File: src/rtl/booth_mult_sequencer.sv
// rtl/booth_mult_sequencer.sv - radix-4 Booth multiply sequencer, 16 iterations, optional overflow shadow (BOOTH_OVERFLOW_EN)
module booth_mult_sequencer (
    input  logic        clock,
    input  logic        reset_n,
    input  logic        start,
    input  logic [31:0] multiplicand,
    input  logic [31:0] multiplier,
    output logic [2:0]  booth_operation,
    output logic [31:0] shifted_multiplicand,
    input  logic [31:0] partial_product,
    output logic        busy,
    output logic        result_ready,
    output logic [31:0] result,
    output logic        overflow
);

    typedef enum logic [1:0] {
        S_IDLE = 2'd0,
        S_RUN  = 2'd1,
        S_DONE = 2'd2
    } state_t;

    state_t      state_q;
    logic [31:0] m_q;
    logic [31:0] r_q;
    logic [31:0] acc_q;
    logic [31:0] acc_d;
    logic [3:0]  count_q;
    logic        busy_q;
    logic        result_ready_q;
    logic [31:0] result_q;

    // Bit position of the current triplet's middle bit; R[-1] is modelled by the appended zero.
    logic [5:0]  bit_idx;
    logic [32:0] r_ext;

    assign bit_idx = {1'b0, count_q, 1'b0};
    assign r_ext   = {r_q, 1'b0};
    assign acc_d   = acc_q + partial_product;

    // Decoder drive: current triplet and M << 2i while iterating, quiet zeros otherwise.
    always_comb begin
        booth_operation      = 3'b000;
        shifted_multiplicand = 32'd0;
        if (state_q == S_RUN) begin
            booth_operation      = r_ext[bit_idx +: 3];
            shifted_multiplicand = m_q << bit_idx[4:0];
        end
    end

`ifdef BOOTH_OVERFLOW_EN
    logic [63:0] shadow_q;
    logic [63:0] shadow_d;
    logic [63:0] m_wide;
    logic [63:0] term;
    logic        overflow_q;
    logic        ovf_d;

    // Full-width mirror of the accumulation so the upper product bits are known at completion.
    always_comb begin
        m_wide = {{32{m_q[31]}}, m_q} << bit_idx[4:0];
        term   = 64'd0;
        case (booth_operation)
            3'b001, 3'b010: term = m_wide;
            3'b011:         term = m_wide << 1;
            3'b100:         term = -(m_wide << 1);
            3'b101, 3'b110: term = -m_wide;
            default:        term = 64'd0;
        endcase
        shadow_d = shadow_q + term;
        // Representable in signed 32 bits only if bits 63..31 are all copies of the sign.
        ovf_d    = ~((&shadow_d[63:31]) | ~(|shadow_d[63:31]));
    end

    // Shadow accumulator and overflow flag follow the main sequencer's phases.
    always_ff @(posedge clock or negedge reset_n) begin
        if (!reset_n) begin
            shadow_q   <= 64'd0;
            overflow_q <= 1'b0;
        end else begin
            if (state_q == S_RUN) begin
                shadow_q <= shadow_d;
                if (count_q == 4'd15) begin
                    overflow_q <= ovf_d;
                end
            end else if (start) begin
                shadow_q <= 64'd0;
            end
        end
    end

    assign overflow = overflow_q;
`else
    assign overflow = 1'b0;
`endif

    // Main sequencer: accept operands, run 16 accumulate steps, pulse completion.
    always_ff @(posedge clock or negedge reset_n) begin
        if (!reset_n) begin
            state_q        <= S_IDLE;
            m_q            <= 32'd0;
            r_q            <= 32'd0;
            acc_q          <= 32'd0;
            count_q        <= 4'd0;
            busy_q         <= 1'b0;
            result_ready_q <= 1'b0;
            result_q       <= 32'd0;
        end else begin
            case (state_q)
                S_IDLE, S_DONE: begin
                    result_ready_q <= 1'b0;
                    if (start) begin
                        m_q     <= multiplicand;
                        r_q     <= multiplier;
                        acc_q   <= 32'd0;
                        count_q <= 4'd0;
                        busy_q  <= 1'b1;
                        state_q <= S_RUN;
                    end else begin
                        state_q <= S_IDLE;
                    end
                end
                S_RUN: begin
                    acc_q   <= acc_d;
                    count_q <= count_q + 4'd1;
                    if (count_q == 4'd15) begin
                        result_q       <= acc_d;
                        busy_q         <= 1'b0;
                        result_ready_q <= 1'b1;
                        state_q        <= S_DONE;
                    end
                end
                default: begin
                    state_q <= S_IDLE;
                end
            endcase
        end
    end

    assign busy         = busy_q;
    assign result_ready = result_ready_q;
    assign result       = result_q;

endmodule
File: config.mk
export PLATFORM = sky130hd
export DESIGN_NAME = booth_mult_sequencer
export DESIGN_NICKNAME = d
export VERILOG_FILES = /design/src/rtl/booth_mult_sequencer.sv
export SDC_FILE = /design/constraint.sdc
export NUM_CORES = 1
export LEC_CHECK = 0
export CAP_MARGIN = 30
export CORE_MARGIN = 1.5
export CORE_UTILIZATION = 25
export CTS_BUF_LIST = sky130_fd_sc_hd__clkbuf_4
export DETAILED_ROUTE_END_ITERATION = 6
export PLACE_DENSITY_LB_ADDON = 0.25
export RECOVER_POWER = 25
export SETUP_SLACK_MARGIN = 0.5
export SLEW_MARGIN = 20
export SYNTH_ARGS = -nofsm -noshare
export SYNTH_HDL_FRONTEND = slang
export SYNTH_SLANG_ARGS = --single-unit
File: constraint.sdc
create_clock -name clock -period 8.3 [get_ports clock]
set_input_delay 2.075 -clock clock [delete_from_list [all_inputs] [get_ports clock]]
set_output_delay 2.075 -clock clock [all_outputs]
set_load 0.05 [all_outputs]
=== Yosys cells after proc, flatten, opt, wreduce, memory -nomap -nowiden ===
Index checks and enable logic that the tools add are counted.
Widths: inputs -> output; s select.

* Add/sub/neg operators: 2
* Equality and inequality tests: 5
* Shifts and indexed selects: 2
* Mux-type cells: 14
* Reduce and logical (&&, ||, !) cells: 8

{| class="wikitable"
|+ Operators with widths
! cell !! count
|-
| $mux 32 || 2
|-
| $pmux 32 s2 || 1
|-
| $shiftx 33x6->3 || 1
|-
| $add 32x32->32 || 1
|-
| $shl 32x5->32 || 1
|-
| $pmux 4 s2 || 1
|-
| $reduce_and 2->1 || 4
|-
| $add 4x1->4 const B || 1
|-
| $eq 4x4->1 const B || 1
|-
| $mux 1 || 4
|-
| $mux 4 || 1
|-
| $pmux 1 s2 || 2
|-
| $pmux 2 s2 || 1
|-
| $mux 3 || 1
|-
| $reduce_and 3->1 || 1
|-
| $eq 2x1->1 const B || 1
|-
| $eq 2x2->1 const B || 1
|-
| $logic_not 2->1 || 1
|-
| $mux 2 || 1
|-
| $ne 2x1->1 const B || 1
|-
| $ne 2x2->1 const B || 1
|-
| $reduce_bool 2->1 || 1
|-
| $reduce_or 2->1 || 1
|}

* Bits in registers: 136
* Output and inout bits: 70
* Word-level logic and storage cells: 39

=== Longest topological paths before layout ===
* Word-level depth: 4
* Depth in mapped cells: 11

=== Worst setup path after synthesis ===
Ideal clock, no wire load.

* Path type: flip-flop to output port
* From: register count_q[0]
* To: output shifted_multiplicand[26]
* Arrival time: 2.859 ns
* Path slack: 3.366 ns
* Stages on the path, launching flop included: 7
* Cell sequence: dfrtp_1 buf_2 buf_2 clkbuf_1 mux2i_1 mux2i_1 a211oi_1

* Longest elaborated chain between the ends: 2

{| class="wikitable"
|+ RTL lines
! element !! line !! text
|-
| start, declared || 28 || <nowiki>logic [3:0] count_q;</nowiki>
|-
| start signal, assigned || 125 || <nowiki>count_q <= count_q + 4'd1;</nowiki>
|-
| $shl 32x5->32 || 47 || <nowiki>shifted_multiplicand = m_q << bit_idx[4:0];</nowiki>
|-
| $mux 32 || 45 || <nowiki>if (state_q == S_RUN) begin</nowiki>
|-
| end, declared || 9 || <nowiki>output logic [31:0] shifted_multiplicand,</nowiki>
|}

Every way passes these cells.

=== Worst setup path in the final report ===
* From: register count_q[0]
* To: output shifted_multiplicand[29]

The elaborated chain is that of the path after synthesis.

==> impl_metrics.env <==
export IMPL_postCtsSetupBuffers=0
export IMPL_cp_start_kind="flop"
export IMPL_netlist_cell_type_count=66
export IMPL_drive_gt1_frac=0.1488
export IMPL_fp_coreArea_mm2=0.03270
export IMPL_critPathTopFamily="buffers and inverters"
export IMPL_hold_buffers=0
export IMPL_ios=169
export IMPL_grt_pass1_vias=6881
export IMPL_finalSetupViolCount=0
export IMPL_hp_class="reg2reg"
export IMPL_drtIter0Drc=365
export IMPL_ant_nets=0
export IMPL_ctsResizeCount=0
export IMPL_vias=6822
export IMPL_insertion_delay_ps=600
export IMPL_n_fill_cell=3437
export IMPL_die_h_um=185.8
export IMPL_crit_type="reg2out"
export IMPL_finalSetupTns_ps=0
export IMPL_dieWidth_um=185.8
export IMPL_violations="capacitance limit, slew limit"
export IMPL_hpwl_um=17770
export IMPL_grt_max_degree=80
export IMPL_pre_cts_slack_ps=2895
export IMPL_syn2layout_area_growth_pct=28.21
export IMPL_drc_errors=0
export IMPL_fin_skew_ps=26.86
export IMPL_viasPerCell=4.774
export IMPL_hold_ws_ps=482.2
export IMPL_cap_viol_max_count=3
export IMPL_grt_usage=0.1469
export IMPL_worst_ep_arrival_time_ps=3960
export IMPL_cts_tree="built"
export IMPL_worst_path_max_delay_cell="clkdlybuf4s50_1"
export IMPL_syn_area_per_cell_um2=10.08
export IMPL_critical_path_max_fanout=49
export IMPL_finalCriticalPeriod_ps=6036
export IMPL_critPathBufInv=3
export IMPL_fin_nets=1100
export IMPL_max_clock_freq_ghz=0.1657
export IMPL_syn_inst=829
export IMPL_numPortBuffers=167
export IMPL_slew_viol_final=152
export IMPL_overflow=0
export IMPL_synth_seq_cells=136
export IMPL_gp_congestion=0.8310
export IMPL_run_status="finished, violations left"
export IMPL_seq_area_frac_synth=0.4074
export IMPL_synthesis_nets=961
export IMPL_synth_edf_count=0
export IMPL_relSlewSlack=-1.975
export IMPL_multi_input_area_mm2=0.004690
export IMPL_cpPeakStageDelay_ps=860
export IMPL_synth_top_flop_cell="dfrtp_1"
export IMPL_cts_root_buffer="clkbuf_4"
export IMPL_required_ps=6230
export IMPL_cts_max_level=4
export IMPL_rsz0062_at_grt="false"
export IMPL_antenna_found_initial=1
export IMPL_yosys_warnings=0
export IMPL_utilization=0.3275
export IMPL_die_area_mm2=0.03452
export IMPL_layout_setup_ws_ps=2264
export IMPL_synthArstFlopShare=1.000
export IMPL_hold_viol=0
export IMPL_period_share=0.7273
export IMPL_start_util=0.2554
export IMPL_cts_made_buffers=17
export IMPL_syn_cell_area_mm2=0.008353
export IMPL_rows=66
export IMPL_tightest_slew_ps=4462
export IMPL_seq_area_mm2=0.003406
export IMPL_first_pass_iters=4
export IMPL_path_cells="buf_4 -> inv_1 -> nor2_1 -> nand2_1 -> o21ai_0 -> mux2i_1 -> a211oi_1 -> clkdlybuf4s50_1"
export IMPL_wire_per_inst_um=17.12
export IMPL_cts_sinks=136
export IMPL_cts_buffer_depth=2
export IMPL_clk_pin_slew_worst_paths_ps=140
export IMPL_wl_um=24460
export IMPL_cp_end_kind="primary output"
export IMPL_grt_pass1_wl_um=38900
==> final cells by class <==
type,instances,area share
Clock buffer,19,0.01332
Sequential cell,136,0.3180
Tap cell,442,0.05164
Timing Repair Buffer,178,0.1625
Clock inverter,13,0.01203
Inverter,9,0.003155
Multi-Input combinational cell,626,0.4379
Antenna cell,6,0.001402
==> cell usage after synthesis, drive strengths merged, types with 4 or more instances <==
| cell | count | area, µm² |
|---|---|---|
| o21a | 5 | 37.54 |
| nor3b | 4 | 30.03 |
| o22ai | 5 | 31.28 |
| inv | 9 | 33.78 |
| mux4 | 15 | 337.8 |
| o21ai | 31 | 162.7 |
| nor2 | 59 | 221.5 |
| nand4 | 7 | 43.79 |
| nor3 | 6 | 30.03 |
| xor2 | 13 | 113.9 |
| a22o | 26 | 227.7 |
| clkbuf | 46 | 173.9 |
| o31ai | 7 | 62.56 |
| buf | 12 | 57.55 |
| nand2 | 119 | 446.7 |
| dfrtp | 136 | 3403 |
| a311oi | 6 | 52.55 |
| a21oi | 44 | 224.0 |
| nand3 | 10 | 50.05 |
| nor2b | 10 | 62.56 |
| mux2i | 38 | 380.4 |
| xnor2 | 15 | 131.4 |
| a31oi | 6 | 43.79 |
| mux2 | 73 | 825.8 |
| ha | 32 | 400.4 |
| a21o | 30 | 227.7 |
| or3 | 4 | 25.02 |
| and2 | 7 | 43.79 |
| a211oi | 25 | 192.7 |
==> flip-flops by register name, summed over array words and instances (netlist names) <==
signal	cells
acc_q	32
m_q	32
r_q	32
result	32
count_q	4
state_q	2
busy	1
result_ready	1
==> cells in the final DEF (no fill, tap or decap), types with 3 or more instances in the layout <==
cell type | netlist | final
o21ai_1 | 11 | 11
o22ai_1 | 5 | 5
a22o_1 | 26 | 26
diode_2 | 0 | 6
nor3b_1 | 4 | 4
clkbuf_1 | 45 | 3
clkdlybuf4s50_1 | 0 | 166
xor2_1 | 13 | 13
a21oi_1 | 43 | 43
mux4_2 | 15 | 15
a31oi_1 | 5 | 5
a311oi_1 | 6 | 6
nor2b_1 | 10 | 9
buf_4 | 2 | 9
nor3_1 | 6 | 6
inv_1 | 8 | 8
a211oi_1 | 24 | 24
o31a_1 | 3 | 3
o21a_1 | 5 | 5
nand4_1 | 7 | 7
xnor2_1 | 15 | 15
nand3_1 | 10 | 10
mux2i_1 | 38 | 38
dfrtp_1 | 136 | 134
nor2_1 | 59 | 58
o21ai_0 | 18 | 18
o31ai_1 | 5 | 5
ha_1 | 32 | 32
mux2_2 | 71 | 71
clkbuf_4 | 0 | 19
nand2_1 | 119 | 119
clkinv_2 | 0 | 4
or3_1 | 4 | 4
and2_1 | 7 | 7
a21o_1 | 28 | 28
==> per-layer routing <==
metal / wire length (µm) / global-route usage / part of all wire / vias up
li1: - / - / - / 3314
met1: 11490 / 0.1948 / 0.47 / 3320
met2: 11260 / 0.2352 / 0.46 / 172
met3: 1507 / 0.04226 / 0.062 / 16
met4: 212 / 0.03387 / 0.0087 / 0
met5: 0 / 0 / 0 / -
==> metrics by stage <==
step | area (µm²) | std cells
after floorplan | 8353 | 829
after global placement | 10450 | 1391
after detailed placement | 10450 | 1391
after CTS | 10720 | 1423
after global routing | 10710 | 1429
final | 10710 | 1429
==> tightest hold or removal path: stages, from the launching register on <==
cell	delay, ps
dfrtp_1	360
nand2_1	50
nand2_1	50
==> logic make-up after synthesis <==
logic type               after synthesis  share of synthesized area
AND/OR/NAND/NOR                      235                     0.1246
AO/OA/AOI/OAI                        203                     0.1712
flip-flops                           136                     0.4074
multiplexers                         126                     0.1848
buffers and inverters                 67                    0.03175
adder cells (fa/ha/maj)               33                    0.05033
XOR/XNOR                              28                    0.02936
other                                  1                  0.0004489
==> worst paths after layout <==
kind                             from                        to  slack, ps  cells after the start
setup / recovery           count_q[0]  shifted_multiplicand[29]       2260                      8
hold / removal              result[9]                 result[9]        480                      2
setup reg to reg           count_q[0]                result[20]       3980                      8
hold reg to reg             result[9]                 result[9]        480                      2
max in group asynchronous     reset_n                    m_q[1]       2680                      2
min in group asynchronous     reset_n                result[17]       3050                      1
Power is not shown: default switching activity piles up to over one toggle a cycle in this logic, so the estimate is an artifact.
